==> config.mk <==
export PLATFORM = sky130hd
export DESIGN_NAME = byte_serializer
export DESIGN_NICKNAME = d
export VERILOG_FILES = /design/src/rtl/byte_serializer.sv
export SDC_FILE = /design/constraint.sdc
export NUM_CORES = 1
export LEC_CHECK = 0
export CORE_MARGIN = 2
export CORE_UTILIZATION = 50
export CTS_BUF_LIST = sky130_fd_sc_hd__clkbuf_4
export CTS_CLUSTER_DIAMETER = 50
export DETAILED_ROUTE_END_ITERATION = 8
export PLACE_DENSITY = 0.77
export SLEW_MARGIN = 20
export SYNTH_ARGS = -nofsm -noshare
export SYNTH_HDL_FRONTEND = slang
export SYNTH_SLANG_ARGS = --single-unit
==> constraint.sdc <==
create_clock -name clk -period 1.6 [get_ports clk]
set_input_delay 0.24 -clock clk [delete_from_list [all_inputs] [get_ports clk]]
set_output_delay 0.24 -clock clk [all_outputs]
set_load 0.01 [all_outputs]
==> src/rtl/byte_serializer.sv <==
// Parallel-to-serial word transmitter with a one-entry hold buffer behind the shifter.
// Drives serial_out qualified by shift_enable, gap-free across back-to-back words.
module byte_serializer #(
    parameter int unsigned DATA_W    = 8,
    parameter int unsigned MSB_FIRST = 1,
    parameter int unsigned IDLE_GAP  = 0
) (
    input  logic              clk,
    input  logic              rst,
    input  logic [DATA_W-1:0] in_data,
    input  logic              in_valid,
    output logic              in_ready,
    output logic              serial_out,
    output logic              shift_enable,
    output logic              byte_sent,
    output logic              busy
);

    localparam int unsigned CntW = $clog2(DATA_W);
    localparam logic [CntW-1:0] BitLast = CntW'(DATA_W - 1);
    localparam logic [3:0] GapLast = (IDLE_GAP > 0) ? 4'(IDLE_GAP - 1) : 4'd0;

    localparam logic [1:0] StIdle  = 2'd0;
    localparam logic [1:0] StShift = 2'd1;
    localparam logic [1:0] StGap   = 2'd2;

    logic [1:0]        state_q, state_d;
    logic [DATA_W-1:0] shifter_q, shifter_d;
    logic [CntW-1:0]   bit_cnt_q, bit_cnt_d;
    logic [3:0]        gap_cnt_q, gap_cnt_d;
    logic [DATA_W-1:0] hold_q, hold_d;
    logic              hold_full_q, hold_full_d;
    logic              byte_sent_q, byte_sent_d;

    logic              transfer;
    logic              last_bit;
    logic              load_slot;
    logic [DATA_W-1:0] shifted;

    assign in_ready     = ~hold_full_q & ~rst;
    assign shift_enable = (state_q == StShift);
    assign serial_out   = shift_enable &
                          ((MSB_FIRST != 0) ? shifter_q[DATA_W-1] : shifter_q[0]);
    assign byte_sent    = byte_sent_q;
    assign busy         = (state_q != StIdle) | hold_full_q;

    always_comb begin
        transfer  = in_valid & in_ready;
        last_bit  = (state_q == StShift) && (bit_cnt_q == BitLast);
        load_slot = (state_q == StIdle) || (last_bit && (IDLE_GAP == 0)) ||
                    ((state_q == StGap) && (gap_cnt_q == GapLast));
        if (MSB_FIRST != 0) begin
            shifted = {shifter_q[DATA_W-2:0], 1'b0};
        end else begin
            shifted = {1'b0, shifter_q[DATA_W-1:1]};
        end
    end

    always_comb begin
        state_d     = state_q;
        shifter_d   = shifter_q;
        bit_cnt_d   = bit_cnt_q;
        gap_cnt_d   = gap_cnt_q;
        hold_d      = hold_q;
        hold_full_d = hold_full_q;
        byte_sent_d = 1'b0;

        case (state_q)
            StShift: begin
                shifter_d = shifted;
                bit_cnt_d = bit_cnt_q + 1'b1;
                if (last_bit) begin
                    byte_sent_d = 1'b1;
                    bit_cnt_d   = '0;
                    gap_cnt_d   = '0;
                    state_d     = (IDLE_GAP > 0) ? StGap : StIdle;
                end
            end
            StGap:   gap_cnt_d = gap_cnt_q + 1'b1;
            default: ;
        endcase

        // The hold word always goes first so ordering is preserved; a fresh word
        // bypasses straight into the shifter only when nothing is waiting.
        if (load_slot) begin
            bit_cnt_d = '0;
            if (hold_full_q) begin
                shifter_d   = hold_q;
                state_d     = StShift;
                hold_full_d = transfer;
                if (transfer) begin
                    hold_d = in_data;
                end
            end else if (transfer) begin
                shifter_d = in_data;
                state_d   = StShift;
            end else begin
                state_d = StIdle;
            end
        end else if (transfer) begin
            hold_d      = in_data;
            hold_full_d = 1'b1;
        end
    end

    always_ff @(posedge clk or posedge rst) begin
        if (rst) begin
            state_q     <= StIdle;
            shifter_q   <= '0;
            bit_cnt_q   <= '0;
            gap_cnt_q   <= '0;
            hold_q      <= '0;
            hold_full_q <= 1'b0;
            byte_sent_q <= 1'b0;
        end else begin
            state_q     <= state_d;
            shifter_q   <= shifter_d;
            bit_cnt_q   <= bit_cnt_d;
            gap_cnt_q   <= gap_cnt_d;
            hold_q      <= hold_d;
            hold_full_q <= hold_full_d;
            byte_sent_q <= byte_sent_d;
        end
    end

endmodule
==> results_dict.tcl, run 1 <==
set metrics [dict create \
    fin_crit_ns 1.61 \
    cts_hold_buf 0 \
    drt-pass1-iter-count 6 \
    start_util_pct 51.7 \
    diodes 0 \
    swShare_pct 34.6 \
    grt_max_degree 23 \
    drc_errors 0 \
    io_buffer_count 15 \
    io-pin-count 16 \
    hold_class "input port to asynchronous set/reset pin" \
    syn-cell-area_sq_um 1120 \
    power_w 0.00242 \
    placed_area_sq_um 1380 \
    leakage_nw 0.710 \
    crit_chain "ha_2, ha_4, nor2b_4, nand3_4, mux2_4" \
    viasPerCell 5.72 \
    die_width_microns 51.4 \
    rsz0062_at_grt "yes" \
    synth_common_cells "22 x dfrtp_1, 14 x mux2_2, 9 x inv_1" \
    grtUsageTotal_pct 22.8 \
    wl_per_cell_microns 17.2 \
    slew_headroom_pct 79.9 \
    p_comb_share_pct 49.4 \
    ant_nets 0 \
    cp.arrival_ns 1.82 \
    area_growth_pct 34.8 \
    critPathCaptureType "register" \
    critical_path_required_ns 1.81 \
    synth_warnings 0 \
    cts.sinks 22 \
    final_nets 142 \
    critPathMaxFanout 8 \
    routed_wl_microns 2670 \
    synth_most_common_cell "dfrtp_1" \
    start_kind "register" \
    tightest_slew_ns 0.298 \
    syn_avg_cell_area_sq_um 12.1 \
    cp_top_family "flip-flops" \
    grt_pass1_wl_microns 4370 \
    die-area_sq_um 2640 \
    fmax_mhz 622 \
    drive_above_1_share_pct 42.5 \
    vias 887 \
    cts_tree "yes" \
    synth-seq-area-share_pct 49.1 \
    clock_skew_ns 0.00170 \
    cts_made_buffers 3 \
    detailed_place_hpwl_microns 1890 \
    path_class "register to register" \
    rows 17 \
    cts_root_buf "clkbuf_4" \
    status "finished, violations left" \
    synthCells 93 \
    drt_iter0_drc 13 \
    maxCapViolations 0 \
    fin_ws_ns -0.00874 \
    cts_max_level 1 \
    grt_antenna_before_repair 0 \
    ys_ff_latch 22 \
    stdcell_area_sq_um 1510 \
    ir_drop_v 0.00108 \
    yosys.cell_types.count 24 \
    fin_tns_setup_ns -0.0120 \
    period_share_pct 101 \
    clockBufferDepth 2 \
    clkTransAtPathRegs_ns 0.12 \
    p_per_area_nw_per_um2 1600 \
    grt_pass1_vias 915 \
    synthFlopType "dfrtp_1" \
    globalRoute.totalOverflow 0 \
    clkPwrFrac_pct 10.6 \
    synth.area.top_cells "dfrtp_1 49%, mux2_2 14%, a221o_1 6.2%" \
    place.gp.congestion 0.859 \
    path_buf_inv 0 \
    syn-num-nets 106 \
    p_int_w 0.00158 \
    yosys.area.top_type_share_pct 49.1 \
    clkLatencyLatePin_ns 0.31 \
    slew_viol_final 0 \
    setup_viol 2 \
    finalHoldViolCount 0 \
    cp_slowest_stage_delay_ns 0.42 \
    synth_edf_count 0 \
    violations "setup timing" \
    cp_slowest_cell "dfrtp_1" \
    seq_power_share_pct 40.0 \
    fp.coreArea_sq_um 2170 \
    switching_power_w 0.000838 \
    final_util_pct 69.7 \
    ys_async_sr_fraction_pct 100 \
    yosysTopAreaCell "dfrtp_1" \
    die_y_microns 51.4 \
]
[registers in the layout (all words and copies together) (netlist names)]
register	flops
hold_q	8
byte_sent	1
shifter_q	8
hold_full_q	1
bit_cnt_q	3
state_q	1
[stage by stage]
step                      hold WS (ns)  cells  setup WS, ns
after CTS                        0.401    153     -0.000739
after floorplan                  0.245     93        0.0133
after detailed placement         0.446    145        -0.117
after global placement           0.419    145      -0.00341
after global routing             0.454    155       -0.0589
final                            0.397    155      -0.00874
[repair_timing]
item / in CTS / in global routing
resized for setup: 14 / 5
pin swaps: 2 / 6
buffers inserted: 5 / 2
endpoints found under the setup margin: 19 / 15
[layout make-up]
type	instances	area [sq um]
fill	170	657
multi-input combinational	57	566
sequential	22	553
timing repair buffer	36	303
tap	28	35.0
inverter	9	33.8
clock buffer	3	22.5
[cell families after synthesis]
| group | after synthesis | synth area share, % |
|---|---|---|
| buffers and inverters | 14 | 5.91 |
| multiplexers | 16 | 16.3 |
| AND/OR/NAND/NOR | 22 | 13.2 |
| flip-flops | 22 | 49.1 |
| adder cells (fa/ha/maj) | 2 | 2.23 |
| AO/OA/AOI/OAI | 17 | 13.4 |
[per-layer routing]
layer	vias to the layer above	GRT usage [%]	share of wire, %
met5	-	0	0
met1	450	28.2	43
met2	23	40.2	53
met4	0	9.21	1.4
li1	410	-	-
met3	4	2.63	3.0
[cells in the final DEF, fill, tap and decap left out, types with 2 or more instances in the layout]
cell type and instances:
inv_1 9, nand3b_1 7, a221o_1 7, o41ai_1 2
clkbuf_4 3, buf_4 20, o41ai_2 5, dfrtp_1 20
and2_1 4, nor2_1 3, mux2_2 14, dlygate4sd2_1 3
nand2b_1 2, dfrtp_2 2, clkdlybuf4s50_1 11
[tightest hold or removal path: stages]
cell	delay [ns]
clkdlybuf4s50_1	0.45
inv_1	0.12
buf_4	0.30
[worst paths after layout]
check | from | to | slack, ns | depth (start not counted)
worst max-delay path | bit_cnt_q[0] | hold_q[0] | -0.009 | 5
worst min-delay path | rst | bit_cnt_q[2] | 0.40 | 3
worst max register to register | bit_cnt_q[0] | hold_q[0] | -0.009 | 5
worst min register to register | hold_q[0] | hold_q[0] | 0.53 | 1
max in group asynchronous | rst | state_q[0] | 0.97 | 3
min in group clk | hold_q[0] | hold_q[0] | 0.53 | 1
[power groups by stage]
stage	Combinational (W)	Clock, W	Sequential, W
after floorplan	0.000701	0	0.000909
after CTS	0.00110	0.000255	0.000964
final	0.00119	0.000257	0.000969
after global placement	0.000939	0	0.000959
after global routing	0.00131	0.000275	0.000995
after detailed placement	0.000995	0	0.000981
No activity file was read; power rests on OpenSTA's default activity.
==> inputs of run 2 (changes only) <==
Settings changed: CAP_MARGIN set to 30, CORE_UTILIZATION 50 to 40, PLACE_DENSITY 0.77 to unset.
==> run 2 against run 1 <==
  * The run now ends clean
  * Hold slack worse by 0.025 ns
  * Cell count unchanged
  * First-iteration DRC count shrank 23%
  * Critical path depth shrank 3
  * Power shrank 5.2%
  * Maximum frequency grew 3.5%
  * Count of clock-buffer cells in the layout stayed put
  * Worst setup slack better by 0.055 ns
  * Wire length shrank 10%
  * Register-to-register slack improved by 0.05 ns
  * Combinational power is 9% lower
  * Sequential power hardly changed
==> results_dict.tcl, run 2 (synthesized netlist as in run 1, its figures left out) <==
set metrics [dict create \
    critPathMaxFanout 3 \
    routed_wl_microns 2400 \
    critical_path_required_ns 1.36 \
    r2r_cells 5 \
    die_width_microns 57.0 \
    cts_root_buf "clkbuf_4" \
    setup_viol 0 \
    cts_hold_buf 0 \
    area_growth_pct 31.2 \
    fmax_mhz 644 \
    clock_skew_ns 0.00590 \
    clkTransAtPathRegs_ns 0.12 \
    hold_class "input port to asynchronous set/reset pin" \
    io-pin-count 16 \
    fin_crit_ns 1.55 \
    globalRoute.totalOverflow 0 \
    place_ws_ns -0.0688 \
    cp.arrival_ns 1.31 \
    dpl.cell_count 146 \
    drc_errors 0 \
    cp_slowest_stage_delay_ns 0.43 \
    ir_drop_v 0.000865 \
    finalHoldViolCount 0 \
    grt_pass1_vias 861 \
    tightest_slew_ns 0.368 \
    grt_max_degree 23 \
    clockBufferDepth 2 \
    p_comb_share_pct 47.2 \
    cp_slowest_cell "dfrtp_1" \
    path_class "register to output pin" \
    place.gp.congestion 0.770 \
    final_cell_mix "21 x dfrtp_1, 16 x buf_4, 14 x mux2_2" \
    clkLatencyLatePin_ns 0.30 \
    multi_input_area_sq_um 538 \
    vias 842 \
    rsz0062_at_grt "yes" \
    detailed_place_hpwl_microns 1690 \
    top_regs "hold_q x8, shifter_q x8, bit_cnt_q x3" \
    switching_power_w 0.000767 \
    n_fill_cell 261 \
    ant_nets 0 \
    crit_chain "or2_2, dlygate4sd2_1" \
    cts_made_buffers 3 \
    cts.sinks 22 \
    status "finished clean" \
    start_kind "register" \
    critPathCaptureType "output pin" \
    leakage_nw 0.675 \
    fin_cells 155 \
    cts_max_level 1 \
    wl_per_cell_microns 15.5 \
    io_buffer_count 15 \
    slew_headroom_pct 75.4 \
    grtUsageTotal_pct 16.0 \
    start_util_pct 41.4 \
    maxCapViolations 0 \
    p_int_w 0.00153 \
    rows 19 \
    die_y_microns 57.0 \
    p_per_area_nw_per_um2 1560 \
    fp.coreArea_sq_um 2710 \
    reg2reg_slack_ns 0.05 \
    viasPerCell 5.43 \
    seq_power_share_pct 42.2 \
    period_share_pct 97.1 \
    clkPwrFrac_pct 10.6 \
    drive_above_1_share_pct 35.5 \
    power_w 0.00229 \
    slew_viol_final 0 \
    final_common_cell "dfrtp_1" \
    holdWs_ns 0.373 \
    drt_iter0_drc 10 \
    cts_tree "yes" \
    final_nets 139 \
    timing.rr.start "bit_cnt_q[0]" \
    drt-pass1-iter-count 4 \
    swShare_pct 33.4 \
    die-area_sq_um 3250 \
    r2r-end "hold_q[0]" \
    grt_antenna_before_repair 0 \
    fin_ws_ns 0.0462 \
    register_area_sq_um 552 \
    grt_pass1_wl_microns 4020 \
    diodes 0 \
]
[run 2: cell types whose count changed in the layout (fill, tap and decap cells not counted)]
cell,change
buf_2,-1
buf_4,-4
buf_6,+1
dfrtp_1,+1
dfrtp_2,-1
dlygate4sd2_1,+1
ha_2,-1
ha_4,+1
o41ai_1,+5
o41ai_2,-5
[run 2: area by class of cell]
class	instances	share of cell area [%]
clock buffer	3	1.53
inverter	9	2.29
multi-input combinational	57	36.5
sequential	22	37.5
tap	31	2.63
timing repair buffer	33	19.5
[run 2: what timing repair did]
item,4_1_cts,5_1_grt
hold endpoints to repair,0,0
pin swaps,1,2
endpoints found under the setup margin,19,13
gates resized for setup,9,3
setup buffers,6,0
[run 2: worst max path at each step]
stage	start	to	slack [ns]	depth (start not counted)
floorplan	bit_cnt_q[0]	hold_q[0]	0.01	6
global placement	rst	in_ready	-0.02	3
detailed placement	bit_cnt_q[0]	shifter_q[6]	-0.07	5
CTS	bit_cnt_q[0]	hold_q[0]	0.006	5
global route	bit_cnt_q[0]	shifter_q[6]	-0.02	6
finish	hold_full_q	busy	0.05	2
[run 2: critical path, delay by kind of cell (launching register included)]
family | cells | cell delay (ns)
DFF | 1 | 0.43
buffers and inverters | 1 | 0.28
and+or+nand+nor | 1 | 0.30
[run 2: power by group through the flow]
stage | Sequential [W] | Combinational (W) | Clock [W]
2_1_floorplan | 0.000909 | 0.000701 | 0
5_1_grt | 0.000994 | 0.00120 | 0.000277
3_3_place_gp | 0.000960 | 0.000951 | 0
4_1_cts | 0.000948 | 0.00107 | 0.000260
6_report | 0.000967 | 0.00108 | 0.000244
3_5_place_dp | 0.000966 | 0.000998 | 0
[run 2: through the flow]
step           setup TNS [ns]  util, %  instance area, sq um
3_3_place_gp          -0.0620     50.6                  1370
3_5_place_dp           -0.569     50.6                  1370
6_report                    0     54.3                  1470
4_1_cts                     0     53.5                  1450
2_1_floorplan               0        -                  1120
5_1_grt               -0.0457     54.3                  1470
[run 2: layer usage]
metal | track usage, % | wire length (microns) | vias up
li1 | - | - | 406
met4 | 2.33 | 13 | 0
met2 | 27.8 | 1220 | 20
met3 | 4.31 | 109 | 2
met5 | 0 | 0 | -
met1 | 20.7 | 1060 | 414
